==> src/rtl/path_delay_sequencer.sv <==
// -----------------------------------------------------------------------------
// path_delay_sequencer
//
// Measures the propagation delay of one of NUM_PATHS chained delay lines. One
// path is selected, left to settle, then sent a transition. The sequencer
// counts clock cycles until the synchronised path output follows. It repeats
// this for a programmed number of runs, alternating the edge polarity, and
// reports the accumulated delay, the number of timed-out runs and the path id.
//
// Optional build macro:
//   MINMAX_EN  adds res_min / res_max, the smallest and largest per-run delay
//              taken over the runs that did not time out.
//
// Ports:
//   clk, rst_n    clock (rising edge) and asynchronous active-low reset
//   start         measurement request, sampled only in IDLE
//   path_id_in    path to measure, captured together with start
//   runs_in       number of runs, captured together with start (0 means 1)
//   busy          high in every state except IDLE
//   path_sel      registered path select; changes only in IDLE
//   path_launch   registered transition driven into the selected path
//   path_result   selected path output, asynchronous to clk
//   res_valid     result available (held in DONE)
//   res_ready     result consumer ready
//   res_total     sum of per-run delays over runs that did not time out
//   res_timeouts  number of runs that timed out
//   res_path_id   path the result belongs to
//   res_min/max   (MINMAX_EN only) per-run delay extremes
//   state_dbg     current FSM state, for observation only
//
// Result handshake: a result transfers on a cycle where res_valid and
// res_ready are both high. res_* stay stable while res_valid is high and the
// transfer has not happened; res_valid falls on the cycle after the transfer.
// -----------------------------------------------------------------------------
module path_delay_sequencer #(
  parameter int NUM_PATHS  = 4,
  parameter int PATH_W     = 2,
  parameter int CNT_W      = 8,
  parameter int RUN_W      = 4,
  parameter int TIMEOUT    = 200,
  parameter int SETTLE_CYC = 16
) (
  input  logic                   clk,
  input  logic                   rst_n,
  input  logic                   start,
  input  logic [PATH_W-1:0]      path_id_in,
  input  logic [RUN_W-1:0]       runs_in,
  output logic                   busy,
  output logic [PATH_W-1:0]      path_sel,
  output logic                   path_launch,
  input  logic                   path_result,
  output logic                   res_valid,
  input  logic                   res_ready,
  output logic [CNT_W+RUN_W-1:0] res_total,
  output logic [RUN_W-1:0]       res_timeouts,
  output logic [PATH_W-1:0]      res_path_id,
`ifdef MINMAX_EN
  output logic [CNT_W-1:0]       res_min,
  output logic [CNT_W-1:0]       res_max,
`endif
  output logic [2:0]             state_dbg
);

  localparam int SW = (SETTLE_CYC > 1) ? $clog2(SETTLE_CYC) : 1;
  localparam int TW = CNT_W + RUN_W;

  typedef enum logic [2:0] {
    S_IDLE   = 3'd0,
    S_SETTLE = 3'd1,
    S_LAUNCH = 3'd2,
    S_WAIT   = 3'd3,
    S_RECORD = 3'd4,
    S_DONE   = 3'd5
  } state_t;

  state_t            state, state_next;
  logic              res_s1, res_s;
  logic [RUN_W-1:0]  runs, run_idx, timeouts;
  logic [SW-1:0]     settle_cnt;
  logic [CNT_W-1:0]  cnt, delay;
  logic              timed_out;
  logic [TW-1:0]     total;
  logic              match, settle_end, run_last;
`ifdef MINMAX_EN
  logic [CNT_W-1:0]  min_q, max_q;
`endif

  // Path output reaches us through two flops; their latency is part of the
  // reported delay.
  always_ff @(posedge clk or negedge rst_n) begin
    if (!rst_n) begin
      res_s1 <= 1'b0;
      res_s  <= 1'b0;
    end else begin
      res_s1 <= path_result;
      res_s  <= res_s1;
    end
  end

  always_ff @(posedge clk or negedge rst_n) begin
    if (!rst_n) state <= S_IDLE;
    else        state <= state_next;
  end

  always_comb begin
    state_next = state;
    match      = (res_s == path_launch);
    settle_end = (settle_cnt == SW'(SETTLE_CYC - 1));
    run_last   = ((run_idx + RUN_W'(1)) == runs);
    case (state)
      S_IDLE:   if (start) state_next = S_SETTLE;
      S_SETTLE: if (settle_end && match) state_next = S_LAUNCH;
      S_LAUNCH: state_next = S_WAIT;
      S_WAIT:   if (match || (cnt == CNT_W'(TIMEOUT))) state_next = S_RECORD;
      S_RECORD: state_next = run_last ? S_DONE : S_SETTLE;
      S_DONE:   if (res_ready) state_next = S_IDLE;
      default:  state_next = S_IDLE;
    endcase
  end

  always_ff @(posedge clk or negedge rst_n) begin
    if (!rst_n) begin
      path_sel    <= '0;
      path_launch <= 1'b0;
      runs        <= '0;
      run_idx     <= '0;
      timeouts    <= '0;
      settle_cnt  <= '0;
      cnt         <= '0;
      delay       <= '0;
      timed_out   <= 1'b0;
      total       <= '0;
`ifdef MINMAX_EN
      min_q       <= '1;
      max_q       <= '0;
`endif
    end else begin
      case (state)
        S_IDLE: begin
          if (start) begin
            path_sel   <= path_id_in;
            runs       <= (runs_in == '0) ? RUN_W'(1) : runs_in;
            run_idx    <= '0;
            timeouts   <= '0;
            total      <= '0;
            settle_cnt <= '0;
`ifdef MINMAX_EN
            min_q      <= '1;
            max_q      <= '0;
`endif
          end
        end
        S_SETTLE: begin
          // At the end of the window the count restarts whether or not the
          // path was quiet; a noisy path simply gets another full window.
          if (settle_end) settle_cnt <= '0;
          else            settle_cnt <= settle_cnt + SW'(1);
        end
        S_LAUNCH: begin
          path_launch <= ~path_launch;
          cnt         <= CNT_W'(1);
        end
        S_WAIT: begin
          if (match) begin
            delay     <= cnt;
            timed_out <= 1'b0;
          end else if (cnt == CNT_W'(TIMEOUT)) begin
            timeouts  <= timeouts + RUN_W'(1);
            timed_out <= 1'b1;
          end else begin
            cnt <= cnt + CNT_W'(1);
          end
        end
        S_RECORD: begin
          if (!timed_out) begin
            total <= total + TW'(delay);
`ifdef MINMAX_EN
            if (delay < min_q) min_q <= delay;
            if (delay > max_q) max_q <= delay;
`endif
          end
          run_idx    <= run_idx + RUN_W'(1);
          settle_cnt <= '0;
        end
        default: ;
      endcase
    end
  end

  assign busy         = (state != S_IDLE);
  assign res_valid    = (state == S_DONE);
  assign res_total    = total;
  assign res_timeouts = timeouts;
  assign res_path_id  = path_sel;
  assign state_dbg    = state;
`ifdef MINMAX_EN
  assign res_min      = min_q;
  assign res_max      = max_q;
`endif

endmodule

==> config.mk <==
export PLATFORM = sky130hd
export DESIGN_NAME = path_delay_sequencer
export DESIGN_NICKNAME = d
export VERILOG_FILES = /design/src/rtl/path_delay_sequencer.sv
export SDC_FILE = /design/constraint.sdc
export NUM_CORES = 1
export LEC_CHECK = 0
export CAP_MARGIN = 20
export CORE_ASPECT_RATIO = 1.2
export CORE_UTILIZATION = 33
export CTS_BUF_LIST = sky130_fd_sc_hd__clkbuf_16
export DETAILED_ROUTE_END_ITERATION = 8
export SYNTH_ARGS = -nofsm -noshare
export SYNTH_HDL_FRONTEND = slang
export SYNTH_SLANG_ARGS = --single-unit
export TNS_END_PERCENT = 100
==> constraint.sdc <==
create_clock -name clk -period 4 [get_ports clk]
set_input_delay 0.8 -clock clk [delete_from_list [all_inputs] [get_ports clk]]
set_output_delay 0.8 -clock clk [all_outputs]
set_load 0.02 [all_outputs]
==> qor.yml <==
holdWs_ps: 349
drv_cap: 0
syn_inst: 286
design_area_mm2: 0.00341
first_pass_iters: 4
antenna_found_initial: 0
synth_cell_type_count: 52
pwr-share-clk_pct: 20.6
gr-total-overflow: 0
numCtsBuffers: 5
die_y_um: 103
ys_ff_latch: 53
multi_input_area_mm2: 0.00141
cellLeakagePower_nw: 1.50
die_x_um: 86.3
finalCritPeriodShare_pct: 67.9
power_switching_w: 0.000831
cp_max_fo: 17
route.vias.total: 2212
max_freq_mhz: 368
ios: 37
ys_warn_count: 0
power.density_mw_per_mm2: 616
gp_congestion: 0.842
p_seq_share_pct: 41.2
slew_headroom_pct: 40.4
worstSetupStartpointType: "register"
clk_path_buf_depth: 2
drive_gt1_share_pct: 7.17
syn-cell-area_mm2: 0.00281
ir_drop_mv: 0.216
fill_cells: 826
path_clk_slew_ps: 70
worstMarginPinSlew_ps: 885
drt_iter0_markers: 83
layout.area.seq_mm2: 0.00133
start_util_pct: 34.3
syn-num-nets: 311
swShare_pct: 39.5
required_ps: 3200
hold_viol: 0
cts.sinks: 53
ant_nets: 0
final_common_cell: "dfrtp_1"
cts_max_level: 2
mostFrequentLayoutCells: "dfrtp_1 (53), nand2_1 (37), clkdlybuf4s50_1 (35), nor2_1 (24), o21ai_0 (21)"
worstSetupPathType: "register to output port"
synth_edf_count: 0
skew_ps: 9.17
synth_ff_type: "dfrtp_1"
async_flop_share_pct: 100
arrival_ps: 1920
cts_tree: "built"
hold_class: "register to register"
period_minus_slack_ps: 2720
cts-root-buf: "clkbuf_16"
postSynthAreaPerCell_um2: 9.84
worst_setup_path_end_kind: "output port"
ys_seq_area_share_pct: 47.1
p_comb_share_pct: 38.2
setup_viol: 0
drt_drc_violations_left: 0
grt_use_total_pct: 14.7
postCtsHoldBufs: 0
wire_per_inst_um: 14.0
status: "completed"
total_power_w: 0.00210
fp.dieArea_mm2: 0.00890
rsz0062_at_grt: "no"
grt_pass1_wl_mm: 10.3
io_buffers: 36
hpwl_mm: 4.46
postCtsSetupBuffers: 0
area.growth.synth_to_final_pct: 21.3
setup_tns_ps: 0
power.internal_w: 0.00127
vias_per_cell: 5.09
diodes: 0
grt_pass1_vias: 2107
routed_wl_mm: 6.08
insertion_delay_ps: 290
placed_area_mm2: 0.00327
core_mm2: 0.00820
grt_max_degree: 35
cts_resized: 0
rows: 36
drv_slew: 0
fin_util_pct: 41.7
nets: 345
## cells by family after synthesis
logic type	Yosys count	share of synthesized area, %
mux	9	3.56
simple gates	107	18.9
compound gates	66	14.9
fa+ha+maj	14	6.49
buf+inv	17	2.76
xor+xnor	20	6.23
flops	53	47.1
## synth_stat cells, types with 2 or more instances
cell type	instances	area (um2)
a211oi_1	2	15.0
nor2b_1	2	12.5
a21oi_1	19	95.1
xnor2_1	8	70.1
nand4_1	6	37.5
dfrtp_1	53	1330
o31ai_1	2	15.0
buf_4	2	15.0
nor3_1	8	40.0
a21o_1	2	15.0
inv_1	7	26.3
nor2_1	24	90.1
ha_1	13	163
buf_2	4	20.0
mux2_2	8	90.1
a31oi_1	2	12.5
a22o_1	4	35.0
a22oi_1	2	15.0
clkbuf_1	3	11.3
o21ai_0	21	105
nand2b_1	2	12.5
or3_1	6	37.5
nand2_1	37	139
xor2_1	12	105
nor4_1	2	12.5
and2_1	2	12.5
nand3_1	8	40.0
## flip-flops by register name, summed over array words and instances, names as in the netlist, 2 cells and up
| name | count |
|---|---|
| res_total | 12 |
| cnt | 8 |
| delay | 8 |
| res_timeouts | 4 |
| run_idx | 4 |
| runs | 4 |
| settle_cnt | 4 |
| state_dbg | 3 |
| path_sel | 2 |
## path summary, 6_finish.rpt
check / start / to / slack, ps / depth (start not counted)
setup / recovery: state_dbg[0] / res_valid / 1280 / 3
max in group asynchronous: rst_n / settle_cnt[3] / 2660 / 2
hold / removal: res_s1 / res_s / 350 / 0
hold reg to reg: res_s1 / res_s / 350 / 0
setup reg to reg: res_total[0] / res_total[10] / 1840 / 7
min in group asynchronous: rst_n / delay[1] / 580 / 1
## power groups by stage
stage / logic, W / registers [W] / clock network (W)
floorplan: 0.000547 / 0.000870 / 0
global placement: 0.000791 / 0.000871 / 0
detailed placement: 0.000808 / 0.000874 / 0
CTS: 0.000812 / 0.000866 / 0.000442
global route: 0.000897 / 0.000892 / 0.000465
finish: 0.000803 / 0.000865 / 0.000433
## metal layers
metal | vias up | track usage [%] | part of all wire (%)
met5 | - | 0 | 0
met4 | 0 | 5.13 | 1.8
met3 | 9 | 2.88 | 3.9
met2 | 48 | 24.5 | 47
met1 | 1068 | 19.1 | 47
li1 | 1087 | - | -
## cell type report
cell class	instances	share of cell area [%]
repair buffers	37	10.6
multi-input cells	216	41.3
flip-flops and latches	53	38.8
well taps	114	4.18
clock buffers	5	3.66
clock inverters	3	0.623
inverters	7	0.770
## metrics by stage
| step | setup slack (ps) | std cells |
|---|---|---|
| finish | 1280 | 435 |
| global route | 1140 | 435 |
| CTS | 1290 | 435 |
| floorplan | 1960 | 286 |
| detailed placement | 1440 | 427 |
| global placement | 1470 | 427 |
## worst max-delay path, stage by stage, from the launching register on
cell and delay (ps):
dfrtp_1 690, nand2b_1 200, nor2_1 120, clkdlybuf4s50_1 610
(Power assumes the default switching activity.)
==> RTL edit 1 (same flow settings) <==
Register the output `state_dbg` once more, cleared by the reset; this adds one clock of latency there. The other outputs are not delayed to match.
--- a/src/rtl/path_delay_sequencer.sv
+++ b/src/rtl/path_delay_sequencer.sv
@@ -194,3 +194,9 @@
   assign res_path_id  = path_sel;
-  assign state_dbg    = state;
+  always_ff @(posedge clk or negedge rst_n) begin
+    if (!rst_n) begin
+      state_dbg <= '0;
+    end else begin
+      state_dbg <= state;
+    end
+  end
 `ifdef MINMAX_EN
Check against the original RTL: not equivalent (a bounded check fails within 4 cycles, from zero or initial values and one cycle with rst_n low).
==> RTL edit 1 against the unedited design <==
- sequential power rose by 3.9%
- total power rose by 2.0%
- cell area rose by 3.8%
- die area rose by 5.0%
- sequential share of layout area rose by 0.71 points
- sequential cell count rose by 3
- synthesized cell count fell by 3.8%
- register-to-register slack got worse by 0.08 ns
- setup slack improved by 0.026 ns
- area after synthesis rose by 5.2%
- wire length fell by 4.8%
- critical path type unchanged
==> RTL edit 1: results (changes against the unedited design) <==
| Metric | Value |
|---|---|
| Sequential share of the synthesized area | 47.4% (+0.23 points) |
| Routed vias/inst | 5.00 (-1.6%) |
| Final ANT Viol Nets | 0 (unchanged) |
| Nets@finish | 334 (-3.2%) |
| Clock Skews | 0.00750 ns (-0.00167 ns) |
| Global-route wire length before repair | 9730 um (-5.6%) |
| Peak VDD IR | 404 uV (+87%) |
| Leak | 1.61 nW (+7.4%) |
| Vias in the first global route | 2008 (-4.7%) |
| Run status | completed |
| Resized cells post-CTS | 0 (unchanged) |
| Synth top area cells | dfrtp_1, ha_1, xor2_1 |
| DP HPWL | 4220 um (-5.3%) |
| Synth unique cells | 51 (-1.9%) |
| Largest net degree at the start of global routing | 37 (+5.7%) |
| Placed Instance Area | 0.00341 mm2 (+4.3%) |
| Syn Nets | 300 (-3.5%) |
| Filler cell count | 866 (+4.8%) |
| CP max FO | 18 (+1) |
| Met1 Track Usage GR | 17.8% (-1.2 points) |
| Placer Congestion | 0.800 (-5.0%) |
| 1st-iter DRT viols | 51 (-39%) |
| GR Util All Layers | 13.4% (-1.3 points) |
| Average wire per standard cell | 13.6 um (-2.8%) |
| Post-CTS setup buffers | 0 (unchanged) |
| Commonest cells in the netlist | dfrtp_1, nand2_1, nor2_1, o21ai_0 |
| Arr. time, crit path | 1.89 ns (-0.03 ns) |
| Slew @ Worst Pin | 0.811 ns (-0.0745 ns) |
| Met2 Usage GRT | 21.8% (-2.7 points) |
| Met3 Use GR | 2.90% (+0.015 points) |
| Layout cells sized above 1 | 10.0% (+2.9 points) |
-- RTL edit 1: cell types whose count changed after synthesis, moves of 3 or more --
cell,unedited run,this run
o21ai_0,21,16
a21oi_1,19,6
o21a_1,0,3
nand2_1,37,27
and3_1,1,4
mux2i_1,1,5
dfrtp_1,53,56
nor3_1,8,5
or3_1,6,0
a22o_1,4,7
-- RTL edit 1: through the flow --
step	power [W]	setup slack [ns]	instances	util [%]	hold WS, ns
after global routing	0.00230	1.16	426	40.9	0.367
after CTS	0.00218	1.30	426	40.9	0.360
final	0.00214	1.31	426	40.9	0.353
after global placement	0.00173	1.48	419	39.4	0.336
after floorplan	0.00147	1.89	275	-	0.331
after detailed placement	0.00175	1.43	419	39.4	0.344
-- RTL edit 1: layout make-up --
| type | count | area share [%] |
|---|---|---|
| multi-input cells | 200 | 41.3 |
| clock inverters | 2 | 0.247 |
| repair buffers | 37 | 10.2 |
| inverters | 9 | 0.953 |
| clock buffers | 5 | 3.53 |
| well taps | 117 | 4.13 |
| flip-flops and latches | 56 | 39.5 |
-- RTL edit 1: routing by layer --
metal / part of all wire [%] / wire length [um]
met5: 0 / 0
met4: 1.2 / 67
met3: 3.3 / 193
met2: 48 / 2800
met1: 47 / 2720
-- RTL edit 1: kinds of logic after synthesis --
logic type                 Yosys count  share of synthesized area [%]
buffers and inverters               19                           3.13
DFF                                 56                           47.4
AOI/OAI and AO/OA                   55                           13.7
adders and majority gates           14                           6.17
muxes                               15                           5.50
and+or+nand+nor                     94                           17.4
xor gates and xnor gates            22                           6.77
-- RTL edit 1: power by group --
| group | switching (W) | total [W] | internal (W) |
|---|---|---|---|
| registers | 0.000185 | 0.000899 | 0.000714 |
| logic | 0.000450 | 0.000832 | 0.000383 |
| clock network | 0.000188 | 0.000413 | 0.000226 |
| total | 0.000822 | 0.00214 | 0.00132 |
-- RTL edit 1: final timing paths --
check	to	from	cells after the start	slack, ns
max	res_valid	state[2]	3	1.31
min in group asynchronous	res_total[9]	rst_n	1	0.60
min	res_s	res_s1	0	0.35
min reg2reg	res_s	res_s1	0	0.35
max in group asynchronous	cnt[0]	rst_n	2	2.62
max reg2reg	state[2]	cnt[0]	7	1.76
-- RTL edit 1: critical path, stage by stage, from the launching register on --
cell and delay (ns):
dfrtp_1 0.68, inv_1 0.17, nor2_1 0.13, clkdlybuf4s50_1 0.61
==> RTL edit 2 (same flow settings) <==
Made on the original files. `CNT_W`: 8 -> 12.
--- a/src/rtl/path_delay_sequencer.sv
+++ b/src/rtl/path_delay_sequencer.sv
@@ -37,3 +37,3 @@
   parameter int PATH_W     = 2,
-  parameter int CNT_W      = 8,
+  parameter int CNT_W      = 12,
   parameter int RUN_W      = 4,
Interface: changed (resized res_total); port bits go from 37 to 41. No check against the original RTL was run, so the function may have changed too.
==> RTL edit 2 against the unedited design <==
- total power is 18% higher
- via count rose by 41%
- area after synthesis is 34% higher
- die area up 33%
- core utilization is 0.52 points lower
- sequential cell count is 12 higher
- combinational power fell by 2%
- count of clock-buffer cells in the layout grew 4
- setup slack worse by 0.34 ns
- wire length grew 41%
- clock skew decreased by 0.0012 ns
- maximum frequency fell by 11%
- largest power group unchanged
- cell area rose by 34%
==> RTL edit 2: results (changes against the unedited design) <==
| Metric | Value |
|---|---|
| Pre-CTS setup slack | 0.896 ns (-0.541 ns) |
| Post-synthesis mux area share | 0.798% (-2.8 points) |
| R2R Setup Slk | 1.29 ns (-0.55 ns) |
| Min Hold Slack | 0.351 ns (+0.00192 ns) |
| Startpoint types | flip-flop |
| Run status | completed |
| Max FFs per register | 16 (+4) |
| Average wire per standard cell | 14.3 um (+2.1%) |
| Synth Area in Compound Gates | 16.5% (+1.5 points) |
| CP max FO | 21 (+4) |
| Rel. slew slack | 36.3% (-4.2 points) |
| Vias | 3113 (+41%) |
| Arr. time, crit path | 2.26 ns (+0.34 ns) |
| Hold path startpoint | res_s1 |
| Worst skew pair latency | 0.34 ns (+0.05 ns) |
| Syn Nets | 435 (+40%) |
| Placed Instance Area | 0.00428 mm2 (+31%) |
| Delay-heaviest family, CP | buffers and inverters |
| Clk slew on worst S/H paths | 0.05 ns (-0.02 ns) |
| Worst r2r src | state_dbg[2] |
| Largest net degree at the start of global routing | 41 (+17%) |
| Leak | 2.09 nW (+39%) |
| GR Util All Layers | 15.7% (+1.0 points) |
| Placer Congestion | 0.781 (-7.2%) |
| Reg2Reg Depth | 3 (-4) |
| Post-Synth XOR/XNOR Area | 5.35% (-0.87 points) |
| 1st-iter DRT viols | 164 (+98%) |
| Global-route wire length before repair | 14800 um (+43%) |
| Sequential share of the synthesized area | 43.2% (-3.9 points) |
| DP HPWL | 6150 um (+38%) |
| R2R Path End | res_total[2] |
| Filler cell count | 1104 (+34%) |
| H-tree Lvls | 3 (+1) |
| Crit path largest cell delay | 0.80 ns (+0.11 ns) |
| Pre-Repair DR Iteration Count | 4 (unchanged) |
| Adder and majority cell fraction of the synthesized area | 6.19% (-0.31 points) |
| Port Buffers | 40 (+11%) |
| Commonest cells in the netlist | nand2_1, dfrtp_1, o21ai_0, nor2_1 |
| Clock buffer count from CTS | 9 (+4) |
| Nets@finish | 472 (+37%) |
| Peak VDD IR | 198 uV (-8.3%) |
| Layout cells sized above 1 | 6.25% (-0.92 points) |
| Clock Skews | 0.00794 ns (-0.00123 ns) |
| Vias in the first global route | 3042 (+44%) |
| Synth top area cells | dfrtp_1, nand2_1, ha_1 |
==> RTL edit 2: cell types whose count changed after synthesis, sizes merged, moves of 5 or more <==
cell | unedited run | this run
nand2 | 38 | 77
inv | 7 | 12
or2 | 0 | 5
nand3 | 8 | 15
mux2 | 8 | 0
clkbuf | 4 | 11
dfrtp | 53 | 65
o21ai | 21 | 29
==> RTL edit 2: metal layers <==
metal | GRT usage (%) | wire length, um
met5 | 0 | 0
met4 | 8.09 | 225
met3 | 2.58 | 233
met2 | 25.4 | 4160
met1 | 20.2 | 3970
==> RTL edit 2: area by class of cell <==
cell class / instances / area (um2) / area share (%)
multi-input cells: 312 / 2000 / 43.8
clock buffers: 9 / 225 / 4.94
well taps: 154 / 193 / 4.22
flip-flops and latches: 65 / 1630 / 35.7
inverters: 12 / 45.0 / 0.988
clock inverters: 7 / 53.8 / 1.18
repair buffers: 43 / 418 / 9.16
==> RTL edit 2: kinds of logic after synthesis <==
logic type	count (synthesis)
compound gates	92
flops	65
fa+ha+maj	18
simple gates	176
buf+inv	29
mux	3
xor+xnor	23
==> RTL edit 2: how the worst max path moves through the flow <==
stage / end / slack (ns) / depth (start not counted)
2_1_floorplan: res_valid / 1.71 / 4
3_3_place_gp: res_total[2] / 1.02 / 4
3_5_place_dp: res_total[2] / 0.90 / 4
4_1_cts: busy / 0.95 / 3
5_1_grt: busy / 0.82 / 3
6_report: busy / 0.94 / 3
==> RTL edit 2: through the flow <==
step                utilization, %  cells
floorplan                        -    406
global placement              38.6    586
detailed placement            38.6    586
CTS                           41.1    602
global route                  41.1    602
finish                        41.1    602
==> RTL edit 2: worst register-to-register path, stage by stage (launching register included) <==
cell	delay [ns]
dfrtp_1	0.80
nor4b_2	0.89
nor2_1	0.43
o41ai_1	0.47
==> RTL edit 2: where the power goes <==
group	total [W]	switching [W]	internal [W]
combinational	0.000786	0.000445	0.000341
sequential	0.000947	0.000158	0.000789
clock	0.000753	0.000284	0.000470
